**src/rtl/dsp_step_scheduler.sv**
```systemverilog
// Per-sample DSP step scheduler: 64-step slot sequencer for 8 voices, echo and
// source-directory fetches, with shared-RAM arbitration against the CPU.
module dsp_step_scheduler #(
  parameter int unsigned N_VOICES = 8,
  parameter int unsigned N_STEPS  = 64
) (
  input  logic       clock,
  input  logic       reset,
  input  logic       enable,
  output logic [5:0] step,
  output logic       sample_tick,
  output logic       init_valid,
  output logic [2:0] init_voice,
  output logic       hdr_valid,
  output logic [2:0] hdr_voice,
  output logic       data_valid,
  output logic [2:0] data_voice,
  output logic [1:0] data_idx,
  output logic       proc_valid,
  output logic [2:0] proc_voice,
  output logic [1:0] proc_idx,
  output logic       echo_valid,
  output logic [2:0] echo_idx,
  output logic       src_valid,
  output logic [2:0] src_voice,
  output logic [2:0] src_idx,
  input  logic       cpu_req,
  output logic       cpu_grant,
  output logic [1:0] ram_owner
);

  localparam int unsigned STEP_W     = 6;
  localparam int unsigned VOICE_W    = 3;
  localparam int unsigned LAST_STEP  = N_STEPS - 1;
  localparam int unsigned VOICE_SPAN = 4 * N_VOICES;
  localparam int unsigned HDR_LAST   = VOICE_SPAN - 3;
  localparam int unsigned PROC_LAST  = VOICE_SPAN + 4;
  localparam int unsigned ECHO_FIRST = VOICE_SPAN + 1;
  localparam int unsigned ECHO_LAST  = ECHO_FIRST + 7;
  localparam int unsigned SRC_FIRST  = ECHO_LAST + 1;
  localparam int unsigned SRC_LAST   = SRC_FIRST + 5;

  logic [STEP_W-1:0]  r_step;
  logic [VOICE_W-1:0] r_src_voice;

  logic       w_active;
  logic       w_last;
  logic [4:0] w_hdr_off;
  logic [4:0] w_data_off;
  logic [4:0] w_proc_off;
  logic       w_voice_busy;
  logic       w_glob_busy;

  assign step     = r_step;
  assign w_active = enable & ~reset;
  assign w_last   = (r_step == STEP_W'(LAST_STEP));

  // Step counter and per-sample source-directory voice pointer
  always_ff @(posedge clock) begin
    if (reset) begin
      r_step      <= '0;
      r_src_voice <= '0;
    end else if (enable) begin
      r_step <= w_last ? '0 : r_step + STEP_W'(1);
      if (w_last) r_src_voice <= r_src_voice + VOICE_W'(1);
    end
  end

  // Slot decode: offsets relative to each slot's first step give voice/idx
  always_comb begin
    w_hdr_off   = 5'(r_step - STEP_W'(1));
    w_data_off  = 5'(r_step - STEP_W'(2));
    w_proc_off  = 5'(r_step - STEP_W'(5));
    sample_tick = w_active && w_last;
    init_valid  = 1'b0;
    init_voice  = '0;
    hdr_valid   = 1'b0;
    hdr_voice   = '0;
    data_valid  = 1'b0;
    data_voice  = '0;
    data_idx    = '0;
    proc_valid  = 1'b0;
    proc_voice  = '0;
    proc_idx    = '0;
    echo_valid  = 1'b0;
    echo_idx    = '0;
    src_valid   = 1'b0;
    src_voice   = '0;
    src_idx     = '0;
    if (w_active) begin
      if (r_step < STEP_W'(VOICE_SPAN) && r_step[1:0] == 2'd0) begin
        init_valid = 1'b1;
        init_voice = r_step[4:2];
      end
      if (r_step >= STEP_W'(1) && r_step <= STEP_W'(HDR_LAST) && w_hdr_off[1:0] == 2'd0) begin
        hdr_valid = 1'b1;
        hdr_voice = w_hdr_off[4:2];
      end
      // Data idx 2 of voice v lands on voice v+1's init step; both fire
      if (r_step >= STEP_W'(2) && r_step <= STEP_W'(VOICE_SPAN) && w_data_off[1:0] != 2'd3) begin
        data_valid = 1'b1;
        data_voice = w_data_off[4:2];
        data_idx   = w_data_off[1:0];
      end
      if (r_step >= STEP_W'(5) && r_step <= STEP_W'(PROC_LAST)) begin
        proc_valid = 1'b1;
        proc_voice = w_proc_off[4:2];
        proc_idx   = w_proc_off[1:0];
      end
      if (r_step >= STEP_W'(ECHO_FIRST) && r_step <= STEP_W'(ECHO_LAST)) begin
        echo_valid = 1'b1;
        echo_idx   = 3'(r_step - STEP_W'(ECHO_FIRST));
      end
      if (r_step >= STEP_W'(SRC_FIRST) && r_step <= STEP_W'(SRC_LAST)) begin
        src_valid = 1'b1;
        src_voice = r_src_voice;
        src_idx   = 3'(r_step - STEP_W'(SRC_FIRST));
      end
    end
  end

  // RAM arbitration: CPU only gets free steps unless the DSP is stalled
  always_comb begin
    w_voice_busy = (r_step >= STEP_W'(1)) && (r_step <= STEP_W'(VOICE_SPAN));
    w_glob_busy  = (r_step >= STEP_W'(ECHO_FIRST)) && (r_step <= STEP_W'(SRC_LAST));
    cpu_grant    = ~reset & cpu_req & (~(w_voice_busy | w_glob_busy) | ~enable);
    ram_owner    = 2'd0;
    if (cpu_grant)                    ram_owner = 2'd3;
    else if (w_active && w_voice_busy) ram_owner = 2'd1;
    else if (w_active && w_glob_busy)  ram_owner = 2'd2;
  end

endmodule

```
**config.mk**
```make
export PLATFORM = sky130hd
export DESIGN_NAME = dsp_step_scheduler
export DESIGN_NICKNAME = d
export VERILOG_FILES = /design/src/rtl/dsp_step_scheduler.sv
export SDC_FILE = /design/constraint.sdc
export NUM_CORES = 1
export LEC_CHECK = 0
export CAP_MARGIN = 0
export CORE_MARGIN = 3
export CORE_UTILIZATION = 35
export DETAILED_ROUTE_END_ITERATION = 8
export PLACE_DENSITY = 0.67
export SETUP_SLACK_MARGIN = 0.5
export SLEW_MARGIN = 0
export SYNTH_ARGS = -nofsm -noshare
export SYNTH_HDL_FRONTEND = slang
export SYNTH_SLANG_ARGS = --single-unit
export TNS_END_PERCENT = 30
```
**constraint.sdc**
```tcl
create_clock -name clock -period 5.4 [get_ports clock]
set_input_delay 1.35 -clock clock [delete_from_list [all_inputs] [get_ports clock]]
set_output_delay 1.35 -clock clock [all_outputs]
set_load 0.005 [all_outputs]
```
=== Word-level counts from Yosys, hierarchy flattened ===
Cells that the tools add are included.

* $add $sub $neg: 7
* Multipliers: 0
* Divide/modulo/power cells: 0
* $lt $le $gt $ge: 11
* Eq/ne operators: 2
* Shifts and indexed selects: 0
* Mux-type cells: 34
* Bitwise logic cells: 8
* Reductions and logical operators: 16

{| class="wikitable"
|+ Operator list
! operator !! count
|-
| 3-bit 2-to-1 mux || 14
|-
| 6-bit less-or-equal comparator (second input constant) || 4
|-
| 2-bit 2-to-1 mux || 7
|-
| 1-bit logical AND || 13
|-
| 6-bit >= comparator (second input constant) || 2
|-
| 1-bit 2-to-1 mux || 12
|-
| 6-bit by 1-bit adder with 6-bit output (second input constant) || 1
|-
| 6-bit == test (second input constant) || 1
|-
| 6-bit by 1-bit >= comparator with 1-bit output (second input constant) || 1
|-
| 6-bit by 2-bit >= comparator with 1-bit output (second input constant) || 1
|-
| 6-bit by 3-bit >= comparator with 1-bit output (second input constant) || 1
|-
| 6-bit by 5-bit less-or-equal comparator with 1-bit output (second input constant) || 1
|-
| 6-bit < comparator (second input constant) || 1
|-
| 6-bit 2-to-1 mux || 1
|-
| 3-bit by 1-bit subtractor with 3-bit output (second input constant) || 2
|-
| 5-bit by 1-bit subtractor with 5-bit output (second input constant) || 1
|-
| 5-bit by 2-bit subtractor with 5-bit output (second input constant) || 1
|-
| 5-bit by 3-bit subtractor with 5-bit output (second input constant) || 1
|-
| 2-bit logical NOT || 2
|-
| 3-bit by 1-bit adder with 3-bit output (second input constant) || 1
|-
| 1-bit AND || 3
|-
| 1-bit inverter || 3
|-
| 2-bit != test (second input constant) || 1
|-
| 1-bit bitwise OR || 2
|-
| 2-bit AND reduction || 1
|}

* Register bits: 9
* Bits in latches: 0
* Bits in writable memories: 0
* Memory bits (read-only): 0
* Input port bits: 4
* Output and inout bits: 41
* Word-level logic and storage cells: 80
* Memories: 0

=== Depth between registers and ports, before layout ===
* Word-level depth: 7
* Gate-level depth with buffers: 7
* Mapped depth without buffers: 6

=== Worst setup path after synthesis ===
Ideal clock, no wire load.

* Path kind: in2out
* From: in enable
* To: out echo_idx[0]
* Data arrival time: 2292 ps
* Required time: 4050 ps
* Slack: 1758 ps
* Cell stages on the path: 6
* Buffers on the path: 2
* Path through: clkbuf_2 nand2b_1 clkbuf_1 a311o_1 nand2b_1 nor2_1

* Longest elaborated chain between the ends: 2

{| class="wikitable"
|+ RTL lines
! what !! RTL line !! RTL
|-
| from (decl) || 9 || <nowiki>input logic enable,</nowiki>
|-
| 1-bit AND || 55 || <nowiki>assign w_active = enable & ~reset;</nowiki>
|-
| 3-bit 2-to-1 mux || 90 || <nowiki>if (w_active) begin</nowiki>
|-
| to (decl) || 23 || <nowiki>output logic [2:0] echo_idx,</nowiki>
|}

No other way between the ends.

=== Worst setup path in the final report ===
* From: in reset
* To: out src_voice[0]

* Longest elaborated chain between the ends: 3

{| class="wikitable"
|+ RTL lines
! what !! RTL line !! RTL
|-
| from (decl) || 8 || <nowiki>input logic reset,</nowiki>
|-
| 1-bit inverter || 55 ||
|-
| 1-bit AND || 55 ||
|-
| 3-bit 2-to-1 mux || 90 ||
|-
| to (decl) || 25 || <nowiki>output logic [2:0] src_voice,</nowiki>
|}

No other way between the ends.

==> impl_results.md <==
- Vert. Die Dim: 60.9 µm
- Slew HR: 47.8%
- Kind of critical path: input pin to output port
- Final setup margin: 0.780 ns
- Clk_lat worst skew: 0.26 ns
- Ys async rst share: 0%
- Worst hold-check path type: flip-flop to flip-flop
- Clk_skew: 0.00408 ns
- Synth cell count leaders: nor2_1 (30), inv_1 (15), ha_1 (10), xnor2_1 (10)
- Number of warnings issued by yosys: 0
- Global route overflow: 0
- Fin Setup TNS: 0 ns
- CTS Root Cell: clkbuf_4
- Initial Util: 37.6%
- CP Capture Type: output port
- Reg-to-Reg Start: step[2]$_SDFFE_PP0P_
- Post-Syn Instances: 151
- Reg2Reg Setup Slack: 3.66 ns
- Core Rows: 19
- Worst EP required: 4.05 ns
- # DRC: 0
- ANT nets after route: 0
- Psw: 0.0000598 W
- Mean Syn Cell Area: 6.99 µm²
- Internal power: 0.000129 W
- Cell Area, Synth: 1060 µm²
- I/O pins: 45
- Die area: 3710 µm²
- Number of diodes: 0
- Top cell type's share of synthesized area: 17.1%
- Core Area: 2810 µm²
- WL/cell: 12.8 µm
- CP max FO: 10
- Pwr dens: 125 nW/µm²
- Synth area leader: dfxtp_1
- Crit path launch: reset
- Initial antenna violation count: 0
- Clock transition at path regs: 0.06 ns
- Overall routing resource usage: 15.5%
- Via count: 1120
- Least-Margin Pin Slew: 0.781 ns
- Distinct cells, synth: 36
- Seq/Total Area, Yosys: 17.1%
- Leakage power: 0.648 nW
- Syn_nets: 165
- H-tree levels: 1
- Final core utilization: 54.0%
- Hold Vio Cnt, Final: 0
- Post-detail-place hpwl: 2100 µm
- #FFs+latches synth: 9
- Worst reg2reg endpoint: step[5]$_SDFFE_PP0P_
- Status: finished clean
- Area Growth Syn to Fin: 43.5%
- Crit path time final: 4.62 ns
- Most common cell in the netlist: nor2_1
- # fillers: 276
- CTS sink cnt: 9
- Largest net degree at the start of global routing: 21
- Slew Viols, Final: 0
- Pre-CTS setup slack: 0.543 ns
- Most area-consuming cells after synthesis: dfxtp_1 (17%), ha_1 (12%), nor2_1 (11%), xnor2_1 (8.3%), inv_1 (5.3%)
- Fmax: 216 MHz
- CP endpoint: src_voice[0]
- Nets@finish: 205
- Port Buffers: 44
- Max IR drop VDD: 0.118 mV
- Vias/cell: 5.07
- Flop pwr share: 39.1%
- CP arrival: 3.27 ns
- Combinational share of power: 34.2%
- Critical path startpoint category: input pin
- First-pass DRT Iterations: 4
- Total CTS buffers: 3
- CTS tree: yes
- GPL Wtd Cong: 0.850
- Final period util: 85.6%
- # setup viols final: 0
- Drt total wl: 2830 µm
- Hold Crit Start: r_src_voice[2]$_SDFFE_PP0P_
- Share of cells above drive strength 1: 3.68%
- Hold WS: 0.547 ns
- Clk pwr share: 26.7%
- RSZ-0062 raised after global routing: false
- Switch share: 31.6%
- CTS Buffer Depth: 2
- First-pass GRT wire length: 4490 µm
- Main flop type after synthesis: dfxtp_1
- Worst reg2reg path depth: 5
- Post-synth EDFFs: 0
- Max Cap Viol: 0
- Die W: 60.9 µm
- Vias in the first global route: 969
- DR iter-0 viols: 32
==> metal layers <==
metal  wire length, µm  up-vias  track usage, %
li1                  -      578               -
met1              1440      510            22.7
met2              1260       32            23.7
met3               136        0            3.83
met4                 0        0            1.86
met5                 0        -               0
==> final cells by class <==
class / count / area [µm²] / area share [%]
Multi-Input combinational cell: 117 / 763 / 50.4
Timing Repair Buffer: 45 / 450 / 29.7
Sequential cell: 9 / 180 / 11.9
Inverter: 15 / 56.3 / 3.72
Tap cell: 31 / 38.8 / 2.56
Clock buffer: 4 / 26.3 / 1.73
==> flip-flops by register name (all words and copies together), names as in the netlist <==
signal / flops
r_src_voice: 3
step: 6
==> placed cells by master (no fill, tap or decap), types with 2 or more instances in the layout <==
master           count
nand2_1              8
clkbuf_4             3
a21oi_1              6
xor2_1               2
xnor2_1             10
and3_1               3
clkdlybuf4s50_1     43
nor2b_1              5
nand2b_1             5
and2_1               2
nor2_1              30
a211o_1              2
a22oi_1              2
ha_1                10
dfxtp_1              9
o21ai_0              4
nand3_1              2
nor4_1               2
inv_1               15
nor3_1               9
o211ai_1             2
==> worst min-delay path by stage <==
stage,to,slack (ns),cells past startpoint
finish,r_src_voice[2]$_SDFFE_PP0P_,0.55,3
global route,r_src_voice[2]$_SDFFE_PP0P_,0.60,3
CTS,r_src_voice[2]$_SDFFE_PP0P_,0.56,3
detailed placement,r_src_voice[2]$_SDFFE_PP0P_,0.54,3
global placement,r_src_voice[2]$_SDFFE_PP0P_,0.53,3
floorplan,r_src_voice[2]$_SDFFE_PP0P_,0.51,3
==> critical path: stages <==
cell and delay, ns:
clkdlybuf4s50_1 0.43, nand2b_2 0.28, nor3_1 0.24, o211ai_1 0.28
nor2_1 0.18, clkdlybuf4s50_1 0.52
==> power by group through the flow <==
stage	sequential [W]	combinational (W)	clock, W
global route	0.0000747	0.0000711	0.0000578
finish	0.0000739	0.0000647	0.0000505
global placement	0.0000753	0.0000639	0
detailed placement	0.0000754	0.0000644	0
CTS	0.0000739	0.0000646	0.0000532
floorplan	0.0000722	0.0000431	0
==> through the flow <==
step                std cells  power [W]  area (µm²)
finish                    221   0.000189        1520
floorplan                 151   0.000115        1060
detailed placement        217   0.000140        1480
global route              221   0.000204        1520
CTS                       221   0.000192        1510
global placement          217   0.000139        1480
==> what timing repair did <==
item                                    4_1_cts  5_1_grt
endpoints found under the setup margin        0        6
hold buffers                                  0        0
gates resized for setup                       0        2
endpoints found under the hold margin         0        0
setup buffers                                 0        0
==> cell families after synthesis <==
logic type / share of synthesized area [%]
and+or+nand+nor: 33.9
buffers and inverters: 10.9
AOI/OAI and AO/OA: 14.3
xor gates and xnor gates: 9.95
adders and majority gates: 11.8
DFF: 17.1
muxes: 2.01
Note: power is estimated with default switching activity, not from simulation.
==> RTL edit: new RTL, same settings <==
Reset style: asynchronous (`reset`), changed in one clocked block.
--- a/src/rtl/dsp_step_scheduler.sv
+++ b/src/rtl/dsp_step_scheduler.sv
@@ -58,3 +58,3 @@
   // Step counter and per-sample source-directory voice pointer
-  always_ff @(posedge clock) begin
+  always_ff @(posedge clock or posedge reset) begin
     if (reset) begin
Function: differs if reset is asserted again (counterexample within 4 cycles, from zero or initial values and one cycle with reset high); with reset held inactive, the same outputs for 10 cycles.
==> RTL edit against the unedited design <==
  * Sequential share of layout area up 3.0 points
  * Global-route usage is 0.86 points higher
  * Setup slack got worse by 0.029 ns
  * Wire length up 0.64%
  * Via count shrank 2.0%
  * Die area down 0.97%
  * Area after synthesis is 1.1% lower
  * Utilization stayed put
  * Final area stayed put
  * Sequential cell count unchanged
  * Critical path type unchanged
  * Clock skew increased by 0.0046 ns
Power is left out: it rests on default switching activity, and per cell area and clock period it moved more than threefold.
==> RTL edit: results (changes against the unedited design) <==
Sequential element share of the synthesized area: 21.56% (was 17.06%). The total of warnings raised by yosys was 0 (unchanged). The startpoint of the worst hold path is r_src_voice[2] (unchanged). The run finished with clean final reports. The tools report the clock root buffer master as clkbuf_4 (unchanged). The path class of the lowest-slack min-delay path was flop to flop (unchanged). Top cells by area in the synthesized netlist: dfrtp_1 22%, ha_1 12%, nor2_1 9.3% (was dfxtp_1 17%, ha_1 12%, nor2_1 11%). The arrival time of the worst setup path is 3.30 ns (was 3.27 ns), and the number of DRC markers after the initial detailed-route iteration is 31 (was 32). The tools report the destination of the worst register-to-register timing path as r_src_voice[1] (was step[5]).

Top cells by count, synth: 26 x nor2_1, 13 x inv_1, 10 x ha_1 (was 30 x nor2_1, 15 x inv_1, 10 x ha_1, 10 x xnor2_1). The met3 wire length is 155 µm (was 136 µm). For the first-pass GRT wire length, the log shows 4.636 mm (was 4.491 mm). The depth of the worst register-to-register path is 4 (was 5), and the per-cell routed wire length is 13.51 µm (was 12.81 µm). The detailed-route DRC error count is 0 (unchanged), and the placed wire-length estimate after detailed placement is 2.161 mm (was 2.096 mm). The quantity of I/O buffers inserted on ports works out to 44 (unchanged). For the total length of routed met2 wires, the log shows 1.259 mm (was 1.260 mm). Most used flip-flop cell after synthesis: dfrtp_1 (was dfxtp_1). The tools report the routed length on met1 as 1.429 mm (was 1.436 mm). The share of final-layout standard cells stronger than drive strength 1 is 6.667% (was 3.684%), and the number of buffers on the longest clock path is 2 (unchanged). The run gives 2805 µm² (unchanged) as the placeable core area. The tools report the startpoint of the lowest-slack register-to-register path as step[0] (was step[2]). The clock tree skew after final layout was 0.008684 ns (was 0.004084 ns); the distinct cell type count after synthesis was 37 (was 36). The final layout net count was 195 (was 205); the post-CTS resize count was 0 (unchanged). The async set-reset flop share out of synthesis is 100.0% (was 0%). The number of nets produced by synthesis is 152 (was 165). The number of flip-flops in the largest register came out at 6 (unchanged).

The run gives 16.37% (was 15.51%) as the global-route usage over all layers. The critical setup path kind was primary input to primary output (unchanged). Setup slack of the most critical reg-to-reg path: 3.53 ns (was 3.66 ns). The clock latency on the worst-skew pair is 0.26 ns (about the same), and the largest driver fanout on the critical path is 4 (was 10).

The pin count of the biggest net entering global routing was 22 (was 21); the normalized max-slew margin was 52.05% (was 47.83%). The number of detailed-route iterations in the first pass was 4 (unchanged). The tools report the last weighted congestion value of the routability-driven placer as 0.8702 (was 0.8501). Top routing layer in use: met4 (was met3). For the post-CTS repair timing setup buffer count, the log shows 0 (unchanged).

For the count of vias placed by the detailed router, the log shows 1098 (was 1120).
-- RTL edit: cell count changes in the layout (fill, tap and decap cells not counted), moves of 3 or more --
cell	before	now
nor3_1	9	3
and3_1	3	0
dfxtp_1	9	0
and2_1	2	5
dfrtp_1	0	9
nor2b_1	5	2
nor2_1	30	26
-- RTL edit: how the worst min path moves through the flow --
stage               slack, ns        endpoint  depth (start not counted)
finish                   0.47  r_src_voice[2]                          1
global route             0.49  r_src_voice[2]                          1
CTS                      0.47  r_src_voice[2]                          1
detailed placement       0.46  r_src_voice[2]                          1
global placement         0.46  r_src_voice[2]                          1
floorplan                0.44  r_src_voice[2]                          1
-- RTL edit: cells by family after synthesis --
kind of cell    count (synthesis)  share of synthesized area [%]
compound gates                 21                          14.25
xor+xnor                       12                          10.06
fa+ha+maj                      10                          11.98
buf+inv                        21                          9.221
flops                           9                          21.56
mux                             2                          2.156
simple gates                   63                          30.78
-- RTL edit: final cells by class --
class / count / area (µm²)
fill: 276 / 1290
multi-input combinational: 108 / 723.2
timing repair buffer: 45 / 447.9
sequential: 9 / 225.2
inverter: 14 / 52.55
tap: 31 / 38.79
clock buffer: 3 / 22.52
clock inverter: 1 / 5.005
-- RTL edit: critical path, stage by stage --
cell and delay (ns):
clkdlybuf4s50_1 0.49, nor2b_1 0.18, nand2_1 0.13, or3_4 0.45
inv_2 0.08, and2_1 0.12, clkdlybuf4s50_1 0.49
-- RTL edit: through the flow --
stage               util, %  hold slack (ns)  std cells  cell area [µm²]  worst slack (ns)
global route          54.01           0.4894        211             1515            0.6512
CTS                   54.01           0.4746        211             1515            0.7671
global placement      53.03           0.4617        207             1488            0.8084
floorplan                 -           0.4369        138             1045             1.692
finish                54.01           0.4685        211             1515            0.7506
detailed placement    53.03           0.4572        207             1488            0.7833
-- RTL edit: layer usage --
metal / global-route usage [%] / vias to the layer above
li1: - / 547
met1: 23.93 / 515
met2: 23.82 / 34
met3: 5.745 / 2
met4: 2.167 / 0
met5: 0 / -
